**config.mk**
```make
export PLATFORM = sky130hd
export DESIGN_NAME = hazard_fwd_ctrl_flat
export DESIGN_NICKNAME = d
export VERILOG_FILES = /design/src/rtl/hazard_fwd_ctrl_pkg.sv /design/src/rtl/hazard_fwd_ctrl_if.sv /design/src/rtl/hazard_fwd_ctrl_fwd_sel.sv /design/src/rtl/hazard_fwd_ctrl.sv /design/src/flat_wrapper.sv
export SDC_FILE = /design/constraint.sdc
export NUM_CORES = 1
export LEC_CHECK = 0
export ABC_AREA = 1
export BUFFER_PORTS_ARGS = -buffer_cell sky130_fd_sc_hd__buf_2
export CORE_MARGIN = 2
export CORE_UTILIZATION = 48
export CTS_BUF_LIST = sky130_fd_sc_hd__clkbuf_4
export CTS_CLUSTER_DIAMETER = 50
export CTS_CLUSTER_SIZE = 25
export DETAILED_ROUTE_END_ITERATION = 7
export HOLD_SLACK_MARGIN = 0.12
export PLACE_DENSITY = 0.78
export SYNTH_ARGS = -nofsm -noshare
export SYNTH_HDL_FRONTEND = slang
export SYNTH_SLANG_ARGS = --single-unit
```
**constraint.sdc**
```tcl
create_clock -name clk -period 1.3 [get_ports clk]
set_input_delay 0.065 -clock clk [delete_from_list [all_inputs] [get_ports clk]]
set_output_delay 0.065 -clock clk [all_outputs]
set_load 0.05 [all_outputs]
```
**src/rtl/hazard_fwd_ctrl_pkg.sv**
```systemverilog
// ---------------------------------------------------------------------------
// hazard_fwd_ctrl_pkg
// Shared types and constants for the hazard / forwarding controller.
//   REG_AW        register-number width (32 architectural registers)
//   FWD_*         operand source-select encodings driven on fwda / fwdb
//   stage_ctrl_t  destination/control fields carried by a shadow stage
//   live_match()  "this stage writes a real register that the reader names"
// ---------------------------------------------------------------------------
package hazard_fwd_ctrl_pkg;

  localparam int REG_AW = 5;

  localparam logic [1:0] FWD_RF   = 2'd0;  // register file
  localparam logic [1:0] FWD_EALU = 2'd1;  // E-stage ALU result
  localparam logic [1:0] FWD_MALU = 2'd2;  // M-stage ALU result
  localparam logic [1:0] FWD_MMEM = 2'd3;  // M-stage load data

  typedef logic [REG_AW-1:0] reg_num_t;

  typedef struct packed {
    logic     wreg;
    logic     m2reg;
    logic     aluimm;
    reg_num_t rn;
  } stage_ctrl_t;

  localparam stage_ctrl_t STAGE_BUBBLE = '{
    wreg:   1'b0,
    m2reg:  1'b0,
    aluimm: 1'b0,
    rn:     {REG_AW{1'b0}}
  };

  // Register 0 is hard-wired zero, so a "write" to it never creates a hazard.
  function automatic logic live_match(input logic wr, input reg_num_t dst,
                                      input reg_num_t src);
    return wr & (dst != {REG_AW{1'b0}}) & (dst == src);
  endfunction

endpackage

```
**src/rtl/hazard_fwd_ctrl_if.sv**
```systemverilog
// ---------------------------------------------------------------------------
// hazard_fwd_ctrl_if
// Bundle between the pipeline datapath and the hazard/forwarding controller.
//   ID side  : d_valid, d_rs, d_rt, d_use_rs, d_use_rt, d_rn, d_wreg,
//              d_m2reg, d_aluimm, flush, cnt_clr
//   Ctrl side: stall, fwda, fwdb, ealuimm, ewreg, ern, mwreg, mrn, mm2reg,
//              stall_cnt
// modport master : datapath view (drives ID side, reads controller outputs)
// modport slave  : controller view
// ---------------------------------------------------------------------------
interface hazard_fwd_ctrl_if
  import hazard_fwd_ctrl_pkg::*;
#(
  parameter int CNT_W = 16
) ();

  logic             d_valid;
  reg_num_t         d_rs;
  reg_num_t         d_rt;
  logic             d_use_rs;
  logic             d_use_rt;
  reg_num_t         d_rn;
  logic             d_wreg;
  logic             d_m2reg;
  logic             d_aluimm;
  logic             flush;
  logic             cnt_clr;

  logic             stall;
  logic [1:0]       fwda;
  logic [1:0]       fwdb;
  logic             ealuimm;
  logic             ewreg;
  reg_num_t         ern;
  logic             mwreg;
  reg_num_t         mrn;
  logic             mm2reg;
  logic [CNT_W-1:0] stall_cnt;

  modport master (
    output d_valid, d_rs, d_rt, d_use_rs, d_use_rt, d_rn,
           d_wreg, d_m2reg, d_aluimm, flush, cnt_clr,
    input  stall, fwda, fwdb, ealuimm, ewreg, ern,
           mwreg, mrn, mm2reg, stall_cnt
  );

  modport slave (
    input  d_valid, d_rs, d_rt, d_use_rs, d_use_rt, d_rn,
           d_wreg, d_m2reg, d_aluimm, flush, cnt_clr,
    output stall, fwda, fwdb, ealuimm, ewreg, ern,
           mwreg, mrn, mm2reg, stall_cnt
  );

endinterface

```
**src/rtl/hazard_fwd_ctrl_fwd_sel.sv**
```systemverilog
// ---------------------------------------------------------------------------
// fwd_sel
// Purely combinational source-select for one ID-stage operand.
//   use_i              operand is read by a valid ID instruction
//   src_i              operand register number
//   ewreg_i/em2reg_i/ern_i   E-stage shadow
//   mwreg_i/mm2reg_i/mrn_i   M-stage shadow
//   sel_o              FWD_RF / FWD_EALU / FWD_MALU / FWD_MMEM
// ---------------------------------------------------------------------------
module fwd_sel
  import hazard_fwd_ctrl_pkg::*;
(
  input  logic       use_i,
  input  reg_num_t   src_i,
  input  logic       ewreg_i,
  input  logic       em2reg_i,
  input  reg_num_t   ern_i,
  input  logic       mwreg_i,
  input  logic       mm2reg_i,
  input  reg_num_t   mrn_i,
  output logic [1:0] sel_o
);

  // Youngest producer wins. An E-stage load is skipped here: its data is not
  // ready yet and the stall logic holds the consumer instead.
  always_comb begin
    sel_o = FWD_RF;
    if (!use_i || (src_i == {REG_AW{1'b0}})) begin
      sel_o = FWD_RF;
    end else if (ewreg_i && !em2reg_i && (ern_i == src_i)) begin
      sel_o = FWD_EALU;
    end else if (mwreg_i && (mrn_i == src_i)) begin
      sel_o = mm2reg_i ? FWD_MMEM : FWD_MALU;
    end else begin
      sel_o = FWD_RF;
    end
  end

endmodule

```
**src/rtl/hazard_fwd_ctrl.sv**
```systemverilog
// ---------------------------------------------------------------------------
// hazard_fwd_ctrl
// Hazard and forwarding controller for the 5-stage pipeline. Shadows the
// E- and M-stage destination/control fields, derives forwarding selects and
// the load-use stall for the ID instruction, and counts stall cycles.
//   clk  : system clock, rising edge
//   rst  : synchronous active-high reset
//   bus  : hazard_fwd_ctrl_if.slave (ID inputs, flush, cnt_clr; stall,
//          fwda/fwdb, E/M shadow fields, stall_cnt)
// ---------------------------------------------------------------------------
module hazard_fwd_ctrl
  import hazard_fwd_ctrl_pkg::*;
#(
  parameter int CNT_W = 16
) (
  input logic              clk,
  input logic              rst,
  hazard_fwd_ctrl_if.slave bus
);

  stage_ctrl_t      e_q, e_d;
  logic             mwreg_q;
  logic             mm2reg_q;
  reg_num_t         mrn_q;
  logic [CNT_W-1:0] cnt_q, cnt_d;

  logic             use_rs;
  logic             use_rt;
  logic             stall;
  logic             kill_id;

  // Operand reads only count for a real instruction in ID.
  always_comb begin
    use_rs = bus.d_use_rs & bus.d_valid;
    use_rt = bus.d_use_rt & bus.d_valid;
  end

  // Load-use hazard: the load in E cannot feed ID until it reaches M.
  always_comb begin
    stall = e_q.m2reg & (live_match(e_q.wreg, e_q.rn, bus.d_rs) & use_rs |
                         live_match(e_q.wreg, e_q.rn, bus.d_rt) & use_rt);
  end

  fwd_sel u_fwd_sel_rs (
    .use_i    (use_rs),
    .src_i    (bus.d_rs),
    .ewreg_i  (e_q.wreg),
    .em2reg_i (e_q.m2reg),
    .ern_i    (e_q.rn),
    .mwreg_i  (mwreg_q),
    .mm2reg_i (mm2reg_q),
    .mrn_i    (mrn_q),
    .sel_o    (bus.fwda)
  );

  fwd_sel u_fwd_sel_rt (
    .use_i    (use_rt),
    .src_i    (bus.d_rt),
    .ewreg_i  (e_q.wreg),
    .em2reg_i (e_q.m2reg),
    .ern_i    (e_q.rn),
    .mwreg_i  (mwreg_q),
    .mm2reg_i (mm2reg_q),
    .mrn_i    (mrn_q),
    .sel_o    (bus.fwdb)
  );

  // Next E-stage contents: a bubble whenever the ID instruction does not
  // advance (stalled, flushed, or empty); otherwise its qualified fields.
  always_comb begin
    kill_id = stall | bus.flush | ~bus.d_valid;
    e_d     = STAGE_BUBBLE;
    if (kill_id) begin
      e_d = STAGE_BUBBLE;
    end else begin
      e_d.wreg   = bus.d_wreg & bus.d_valid;
      e_d.m2reg  = bus.d_m2reg & bus.d_valid;
      e_d.aluimm = bus.d_aluimm;
      e_d.rn     = bus.d_rn;
    end
  end

  // Saturating stall counter; a clear wins over a same-cycle increment.
  always_comb begin
    cnt_d = cnt_q;
    if (bus.cnt_clr) begin
      cnt_d = {CNT_W{1'b0}};
    end else if (stall && (cnt_q != {CNT_W{1'b1}})) begin
      cnt_d = cnt_q + {{(CNT_W-1){1'b0}}, 1'b1};
    end else begin
      cnt_d = cnt_q;
    end
  end

  // Shadow pipeline and counter registers.
  always_ff @(posedge clk) begin
    if (rst) begin
      e_q      <= STAGE_BUBBLE;
      mwreg_q  <= 1'b0;
      mm2reg_q <= 1'b0;
      mrn_q    <= {REG_AW{1'b0}};
      cnt_q    <= {CNT_W{1'b0}};
    end else begin
      e_q      <= e_d;
      mwreg_q  <= e_q.wreg;
      mm2reg_q <= e_q.m2reg;
      mrn_q    <= e_q.rn;
      cnt_q    <= cnt_d;
    end
  end

  assign bus.stall     = stall;
  assign bus.ealuimm   = e_q.aluimm;
  assign bus.ewreg     = e_q.wreg;
  assign bus.ern       = e_q.rn;
  assign bus.mwreg     = mwreg_q;
  assign bus.mrn       = mrn_q;
  assign bus.mm2reg    = mm2reg_q;
  assign bus.stall_cnt = cnt_q;

endmodule

```
**src/flat_wrapper.sv**
```systemverilog
// flat-port wrapper written by rule: the top's interface ports become plain ports
module hazard_fwd_ctrl_flat import hazard_fwd_ctrl_pkg::*;
#(
  parameter int CNT_W = 16
)
  (clk, rst, bus_d_valid, bus_d_rs, bus_d_rt, bus_d_use_rs, bus_d_use_rt, bus_d_rn, bus_d_wreg, bus_d_m2reg, bus_d_aluimm, bus_flush, bus_cnt_clr, bus_stall, bus_fwda, bus_fwdb, bus_ealuimm, bus_ewreg, bus_ern, bus_mwreg, bus_mrn, bus_mm2reg, bus_stall_cnt);
  hazard_fwd_ctrl_if #(.CNT_W(CNT_W)) bus_i ();
  input logic clk;
  input logic rst;
  input wire logic [$bits(bus_i.d_valid)-1:0] bus_d_valid;
  input wire logic [$bits(bus_i.d_rs)-1:0] bus_d_rs;
  input wire logic [$bits(bus_i.d_rt)-1:0] bus_d_rt;
  input wire logic [$bits(bus_i.d_use_rs)-1:0] bus_d_use_rs;
  input wire logic [$bits(bus_i.d_use_rt)-1:0] bus_d_use_rt;
  input wire logic [$bits(bus_i.d_rn)-1:0] bus_d_rn;
  input wire logic [$bits(bus_i.d_wreg)-1:0] bus_d_wreg;
  input wire logic [$bits(bus_i.d_m2reg)-1:0] bus_d_m2reg;
  input wire logic [$bits(bus_i.d_aluimm)-1:0] bus_d_aluimm;
  input wire logic [$bits(bus_i.flush)-1:0] bus_flush;
  input wire logic [$bits(bus_i.cnt_clr)-1:0] bus_cnt_clr;
  output wire logic [$bits(bus_i.stall)-1:0] bus_stall;
  output wire logic [$bits(bus_i.fwda)-1:0] bus_fwda;
  output wire logic [$bits(bus_i.fwdb)-1:0] bus_fwdb;
  output wire logic [$bits(bus_i.ealuimm)-1:0] bus_ealuimm;
  output wire logic [$bits(bus_i.ewreg)-1:0] bus_ewreg;
  output wire logic [$bits(bus_i.ern)-1:0] bus_ern;
  output wire logic [$bits(bus_i.mwreg)-1:0] bus_mwreg;
  output wire logic [$bits(bus_i.mrn)-1:0] bus_mrn;
  output wire logic [$bits(bus_i.mm2reg)-1:0] bus_mm2reg;
  output wire logic [$bits(bus_i.stall_cnt)-1:0] bus_stall_cnt;
  assign bus_i.d_valid = bus_d_valid;
  assign bus_i.d_rs = bus_d_rs;
  assign bus_i.d_rt = bus_d_rt;
  assign bus_i.d_use_rs = bus_d_use_rs;
  assign bus_i.d_use_rt = bus_d_use_rt;
  assign bus_i.d_rn = bus_d_rn;
  assign bus_i.d_wreg = bus_d_wreg;
  assign bus_i.d_m2reg = bus_d_m2reg;
  assign bus_i.d_aluimm = bus_d_aluimm;
  assign bus_i.flush = bus_flush;
  assign bus_i.cnt_clr = bus_cnt_clr;
  assign bus_stall = bus_i.stall;
  assign bus_fwda = bus_i.fwda;
  assign bus_fwdb = bus_i.fwdb;
  assign bus_ealuimm = bus_i.ealuimm;
  assign bus_ewreg = bus_i.ewreg;
  assign bus_ern = bus_i.ern;
  assign bus_mwreg = bus_i.mwreg;
  assign bus_mrn = bus_i.mrn;
  assign bus_mm2reg = bus_i.mm2reg;
  assign bus_stall_cnt = bus_i.stall_cnt;
  hazard_fwd_ctrl #(.CNT_W(CNT_W)) u_core (.clk(clk), .rst(rst), .bus(bus_i));
endmodule
```
==> results.tsv, run 1 <==
stage	metric	value	unit
clock_network	Max Root-Sink Buffers	2	
global_routing	largest net degree at the start of global routing	13	
yosys	synth unique cells	25	
critical_path	Req. time, crit path	1.24	ns
yosys	top cell type's share of synthesized area	0.3071	
critical_path	Reg2Reg Setup Slack	-0.32	ns
global_routing	first-pass GRT wire length	10170	um
layout	post-layout instance count excluding filler cells	485	
sta	Least-Margin Pin Slew	0.3661	ns
drt	drt via density	5.198	
yosys	Yosys warnings	0	
clock_network	CTS buffer count	5	
yosys	top post-synthesis cells by area	dfxtp_1 31%, nand2_1 15%, inv_1 12%, nor2_1 10%, nand4_1 5.6%	
sta	minimum clock period	1.753	ns
global_routing	number of global-route vias before repair	2333	
drt	drt first-iter violations	182	
layout	Layout area overhead	60.25	%
outcome	run status	finished with violations	
drt	remaining antenna violation count	0	
critical_path	endpoint type of the worst setup path	primary output	
sta	worst-case hold slack	0.1391	ns
floorplan	Die ar.	4744	sq um
floorplan	chip height	68.88	um
yosys	Post-Synthesis Cells	320	
critical_path	crit path DAT	1.69	ns
sta	Layout Skew	0.01319	ns
hold_path	worst hold path type	primary input to flop	
sta	Final Max Slew Viols	0	
global_routing	initial antenna violation count	0	
power_and_ir_drop	Leak	0.001602	uW
yosys	Seq/Total Area, Yosys	0.3071	
critical_path	WS Path Type	flop to primary output	
yosys	Mapped Nets	346	
critical_path	reg2reg start	u_core.bus.ern[0]	
placement	PortBufs	59	
critical_path	CP Launch Type	flop	
floorplan	Initial Util	0.5016	
drt	first drt pass iteration count	5	
yosys	flops & latches, synth	31	
power_and_ir_drop	worst vdd ir	0.5736	mV
yosys	EDFF count, synth	0	
placement	cell count after placement	460	
hold_path	Worst Hold Depth	5	
clock_network	Worst-Skew Late Latency	0.34	ns
power_and_ir_drop	pwr dens	560.9	nW/um^2
sta	Hold Vio Cnt, Final	0	
yosys	Post-synth top flop	dfxtp_1	
sta	crit share post-route	1.348	
drt	wire per inst	14.89	um
layout	nets	460	
placement	Place WS	-0.2197	ns
hold_path	hold path startpoint	bus_cnt_clr	
floorplan	num ports	60	
critical_path	Worst Setup SP	u_core.bus.ern[0]	
outcome	failing checks	setup timing	
sta	Peak Freq	570.5	MHz
floorplan	die width	68.88	um
drt	via count	2521	
run	max-cap violations	0	
drt	remaining routing DRC violations	0	
floorplan	num rows	23	
layout	share of layout cells above drive strength 1	0.4598	
layout	fin area	3238	sq um
critical_path	worst-path fanout max	4	
critical_path	FF-to-FF path depth	11	
global_routing	global route overflow	0	
clock_network	Clk pin slew, worst setup/hold paths	0.10	ns
global_routing	Total Routing Usage GR	0.2888	
layout	Antenna diodes	0	
yosys	Post-synth ARST share	0	
drt	final WL	7224	um
sta	Setup WS post-layout	-0.4529	ns
yosys	syn_area_per_cell	6.315	sq um
sta	Setup violations, final	29	
placement	dpl cell area	2758	sq um
clock_network	CTS root buf	clkbuf_4	
clock_network	H-tree depth	2	
clock_network	CTS tree	yes	
sta	RSZ-0062 raised after global routing	yes	
sta	Slew headroom	0.7542	
placement	Detailed Place HPWL	4489	um
yosys	mapped cell area	2021	sq um
clock_network	clk sinks	31	
placement	routability-driven placement congestion ratio	0.9528	
floorplan	CORE AREA	4029	sq um
yosys	Yosys top cell by area	dfxtp_1	
-- sequential cells by signal (all words and copies together), names as in the netlist --
signal and count:
u_core.bus.ewreg 1, u_core.bus.mm2reg 1, u_core.bus.ern 5, u_core.e_q 1, u_core.bus.ealuimm 1, u_core.bus.mwreg 1, u_core.bus.stall_cnt 16, u_core.bus.mrn 5
-- path summary, 6_finish.rpt --
path,endpoint
max reg2reg,u_core.bus.stall_cnt[8]
min,u_core.bus.stall_cnt[1]
max,bus_fwdb[0]
min reg2reg,u_core.bus.mwreg
-- metrics by stage --
step                TNS [ns]  utilization  power, uW
floorplan             -2.944            -       1100
global placement      -1.992       0.6845       1188
detailed placement    -3.106       0.6845       1192
CTS                   -5.184       0.7674       1783
global route          -10.97       0.8037       1878
finish                -8.363       0.8037       1816
-- per-layer routing --
layer	GRT usage	share of wire	vias to the layer above
li1	-	-	1210
met1	0.3396	0.39	1178
met2	0.4928	0.49	103
met3	0.07305	0.076	30
met4	0.1299	0.038	0
met5	0	0	-
-- where the power goes --
group          internal [uW]  switching [uW]  leakage [uW]  total, uW
Clock                    221             342     0.0000307        563
Combinational            124             188       0.00130        312
Sequential               926            14.3      0.000270        941
Total                   1270             545       0.00160       1820
-- synth_stat cells (3+ instances only) --
library cell,n
xor2_1,5
nand3_2,10
nor2_4,4
o211ai_1,3
inv_1,64
nand3_1,10
nor2_1,56
nand2_1,79
o21ai_0,4
nor2_2,6
dfxtp_1,31
nand4_1,18
xnor2_1,5
inv_2,6
-- worst max-delay path, stage by stage (launching register included) --
cell and delay (ns):
dfxtp_4 0.38, nand2_1 0.12, nand2_2 0.08, nor2_4 0.16
nand3_1 0.11, nor2_2 0.13, nand2_1 0.11, o21ai_4 0.07
buf_6 0.17
-- cell usage in the layout, fill, tap and decap left out, types with 2 or more instances in the layout --
cell           instances
buf_4                 35
a21oi_1                2
nand2_1               68
buf_2                 54
inv_2                  3
nor2_2                10
buf_6                  4
o22ai_1                2
inv_1                 63
dfxtp_2               10
clkbuf_4               6
xor2_1                 5
o21ai_4                2
xnor2_2                3
nor2_4                11
buf_8                  8
inv_4                  3
nor2_1                45
nand3_1                7
nand2_2               10
o211ai_1               3
nand4_1               18
dfxtp_1                3
dfxtp_4               18
nand3_2               10
xnor2_1                2
o21ai_0                2
nand2_4                3
clkinv_1               2
dlygate4sd3_1         10
nand4_4                2
nand3_4                3
a21boi_0               2
-- logic make-up (layout without fill, tap and decap cells) --
| kind of cell | after synthesis | count (layout) | synth area share |
|---|---|---|---|
| and+or+nand+nor | 189 | 189 | 0.4502 |
| AOI/OAI and AO/OA | 13 | 13 | 0.03963 |
| DFF | 31 | 31 | 0.3071 |
| buffers and inverters | 76 | 191 | 0.1536 |
| adders and majority gates | 1 | 1 | 0.006191 |
| xor gates and xnor gates | 10 | 10 | 0.04334 |
-- layout make-up --
class,count,area [sq um]
well taps,50,62.56
flip-flops and latches,31,700.7
inverters,70,274.0
fillers,255,790.8
clock buffers,6,45.04
clock inverters,2,7.507
multi-input cells,213,1303
repair buffers,113,845.8
-- what timing repair did --
action	4_1_cts	5_1_grt
hold buffers	10	0
pin swaps	26	14
setup buffers	3	3
endpoints found under the setup margin	29	29
resized for setup	31	31
endpoints found under the hold margin	15	0
gates cloned	1	0
No activity file was read; power rests on OpenSTA's default activity.
==> run 2: changes to the inputs <==
- SKIP_LAST_GASP: unset -> 1
==> run 2 against run 1 <==
Effect of this change:
- count of clock-buffer cells in the layout unchanged
- hold slack worse by 0.0093 ns
- die area unchanged
- the flow still finishes with violations (setup timing)
- maximum frequency down 0.53%
- first-iteration DRC count up 4.4%
- sequential power about the same
- core utilization down 0.28 points
- total power up 0.67%
- highest routed layer unchanged
- wire length up 2.4%
- setup slack worse by 0.0094 ns
==> results.tsv, run 2 (synthesis results as in run 1) <==
stage	metric	value	unit	change
sta	Peak Freq	567.5	MHz	was 570.5 MHz
critical_path	crit path DAT	1.70	ns	was 1.69 ns
layout	share of layout cells above drive strength 1	0.4598		unchanged
clock_network	CTS root buf	clkbuf_4		unchanged
drt	via count	2605		was 2,521
floorplan	die width	68.88	um	unchanged
sta	Setup WS post-layout	-0.4623	ns	was -0.4529 ns
critical_path	sequence of cells on the critical path	xnor2_2 -> o211ai_1 -> nor2_1 -> nand4_1 -> o21ai_4 -> buf_8		was nand2_1 -> nand2_2 -> nor2_4 -> nand3_1 -> nor2_2 -> nand2_1 -> o21ai_4 -> buf_6
global_routing	largest net degree at the start of global routing	13		unchanged
drt	remaining antenna violation count	0		unchanged
drt	wire per inst	15.25	um	was 14.89 um
layout	max FFs per register	16		unchanged
drt	first drt pass iteration count	7		was 5
outcome	run status	finished with violations		unchanged
layout	most frequent cells in the layout	68 x nand2_1, 63 x inv_1, 54 x buf_2		unchanged
drt	final WL	7396	um	was 7224 um
global_routing	met2 GRT Util	0.4928		unchanged
global_routing	met3 GRT Util	0.07305		unchanged
critical_path	CP max stage cell	dfxtp_4		unchanged
layout	Layout area overhead	59.69	%	was 60.25%
placement	Detailed Place HPWL	4489	um	unchanged
floorplan	Die ar.	4744	sq um	unchanged
power_and_ir_drop	internal power	1271	uW	about the same
drt	drt first-iter violations	190		was 182
global_routing	met1 Resource Use GR	0.3396		unchanged
sta	minimum clock period	1.762	ns	was 1.753 ns
sta	Layout Skew	0.01356	ns	was 0.01319 ns
layout	Final Util	0.8009		was 0.8037
floorplan	Initial Util	0.5016		unchanged
placement	PortBufs	59		unchanged
sta	Least-Margin Pin Slew	0.3716	ns	was 0.3661 ns
sta	Final Max Slew Viols	0		unchanged
clock_network	CTS tree	yes		unchanged
global_routing	initial antenna violation count	0		unchanged
global_routing	first-pass GRT wire length	10170	um	unchanged
sta	Setup violations, final	29		unchanged
global_routing	global route overflow	0		unchanged
clock_network	clk sinks	31		unchanged
floorplan	num ports	60		unchanged
sta	crit share post-route	1.356		was 1.348
sta	Slew headroom	0.7505		was 0.7542
critical_path	worst-path fanout max	3		was 4
power_and_ir_drop	switching power	557.0	uW	was 544.9 uW
power_and_ir_drop	Leak	0.001600	uW	was 0.001602 uW
layout	Antenna diodes	0		unchanged
run	max-cap violations	0		unchanged
hold_path	worst hold path type	primary input to flop		unchanged
power_and_ir_drop	Clk network pwr share	0.314		was 0.310
floorplan	num rows	23		unchanged
drt	drt via density	5.371		was 5.198
placement	Place WS	-0.2197	ns	unchanged
clock_network	CTS buffer count	5		unchanged
clock_network	Max Root-Sink Buffers	2		unchanged
global_routing	Total Routing Usage GR	0.2888		unchanged
power_and_ir_drop	Power, Total	1828	uW	was 1816 uW
sta	Hold Vio Cnt, Final	0		unchanged
clock_network	Worst-Skew Late Latency	0.34	ns	about the same
floorplan	CORE AREA	4029	sq um	unchanged
clock_network	Clk pin slew, worst setup/hold paths	0.11	ns	was 0.10 ns
layout	commonest non-fill, non-tap cell in the layout	nand2_1		unchanged
placement	routability-driven placement congestion ratio	0.9528		unchanged
critical_path	CP Launch Type	flop		unchanged
clock_network	H-tree depth	2		unchanged
power_and_ir_drop	sw frac	0.3046		was 0.3000
power_and_ir_drop	pwr dens	566.6	nW/um^2	was 560.9 nW/um^2
floorplan	chip height	68.88	um	unchanged
outcome	failing checks	setup timing		unchanged
layout	nets	460		unchanged
drt	remaining routing DRC violations	0		unchanged
critical_path	endpoint type of the worst setup path	primary output		unchanged
power_and_ir_drop	worst vdd ir	0.5721	mV	was 0.5736 mV
power_and_ir_drop	sequential power share	0.515		was 0.518
sta	setup tns final	-8.278	ns	was -8.363 ns
power_and_ir_drop	Gate power share	0.172		about the same
critical_path	Req. time, crit path	1.24	ns	about the same
critical_path	WS Path Type	flop to primary output		unchanged
sta	RSZ-0062 raised after global routing	yes		unchanged
critical_path	slowest cell delay on critical path	0.38	ns	about the same
global_routing	busiest grt layer	met2		unchanged
global_routing	number of global-route vias before repair	2333		unchanged
[run 2: final timing paths]
path                startpoint                        to  slack, ns  cells after the start
min                bus_cnt_clr   u_core.bus.stall_cnt[7]       0.13                      5
max reg2reg  u_core.bus.ern[0]  u_core.bus.stall_cnt[12]      -0.32                     11
max          u_core.bus.mrn[2]               bus_fwda[0]      -0.46                      6
min reg2reg   u_core.bus.ewreg          u_core.bus.mwreg       0.49                      2
[run 2: critical path, delay by kind of cell, from the launching register on]
| kind | cells | cell delay (ns) |
|---|---|---|
| simple gates | 2 | 0.32 |
| compound gates | 2 | 0.33 |
| xor+xnor | 1 | 0.15 |
| flops | 1 | 0.38 |
| buf+inv | 1 | 0.16 |
[run 2: cell type report]
type                            instances  area, sq um
Clock buffer                            6        45.04
Clock inverter                          2        7.507
Fill cell                             257        802.0
Inverter                               70        274.0
Multi-Input combinational cell        213         1303
Sequential cell                        31        700.7
Tap cell                               50        62.56
Timing Repair Buffer                  113        834.6
[run 2: repair_timing]
| item | 4_1_cts | 5_1_grt |
|---|---|---|
| pin swaps | 26 | 14 |
| buffers inserted | 3 | 3 |
| cloned | 1 | 0 |
| setup endpoints to repair | 29 | 29 |
| resized for setup | 31 | 28 |
| hold buffers | 10 | 0 |
| endpoints found under the hold margin | 15 | 0 |
[run 2: metrics by stage]
stage          instance area [sq um]  hold WS [ns]  instances
2_1_floorplan                   2175        0.1675        320
3_3_place_gp                    2758        0.2724        460
3_5_place_dp                    2758        0.2735        460
4_1_cts                         3092        0.1241        482
5_1_grt                         3227        0.1573        485
6_report                        3227        0.1298        485
[run 2: layer usage]
metal	vias up	wire, um
met1	1203	2842
met4	0	252
met2	161	3665
met3	36	636
li1	1205	-
met5	-	0
[run 2: power groups by stage]
stage	clock (uW)	sequential, uW	combinational (uW)
after floorplan	0	991	109
after global placement	0	959	229
after detailed placement	0	960	232
after CTS	577	938	268
after global routing	609	942	334
final	574	941	314
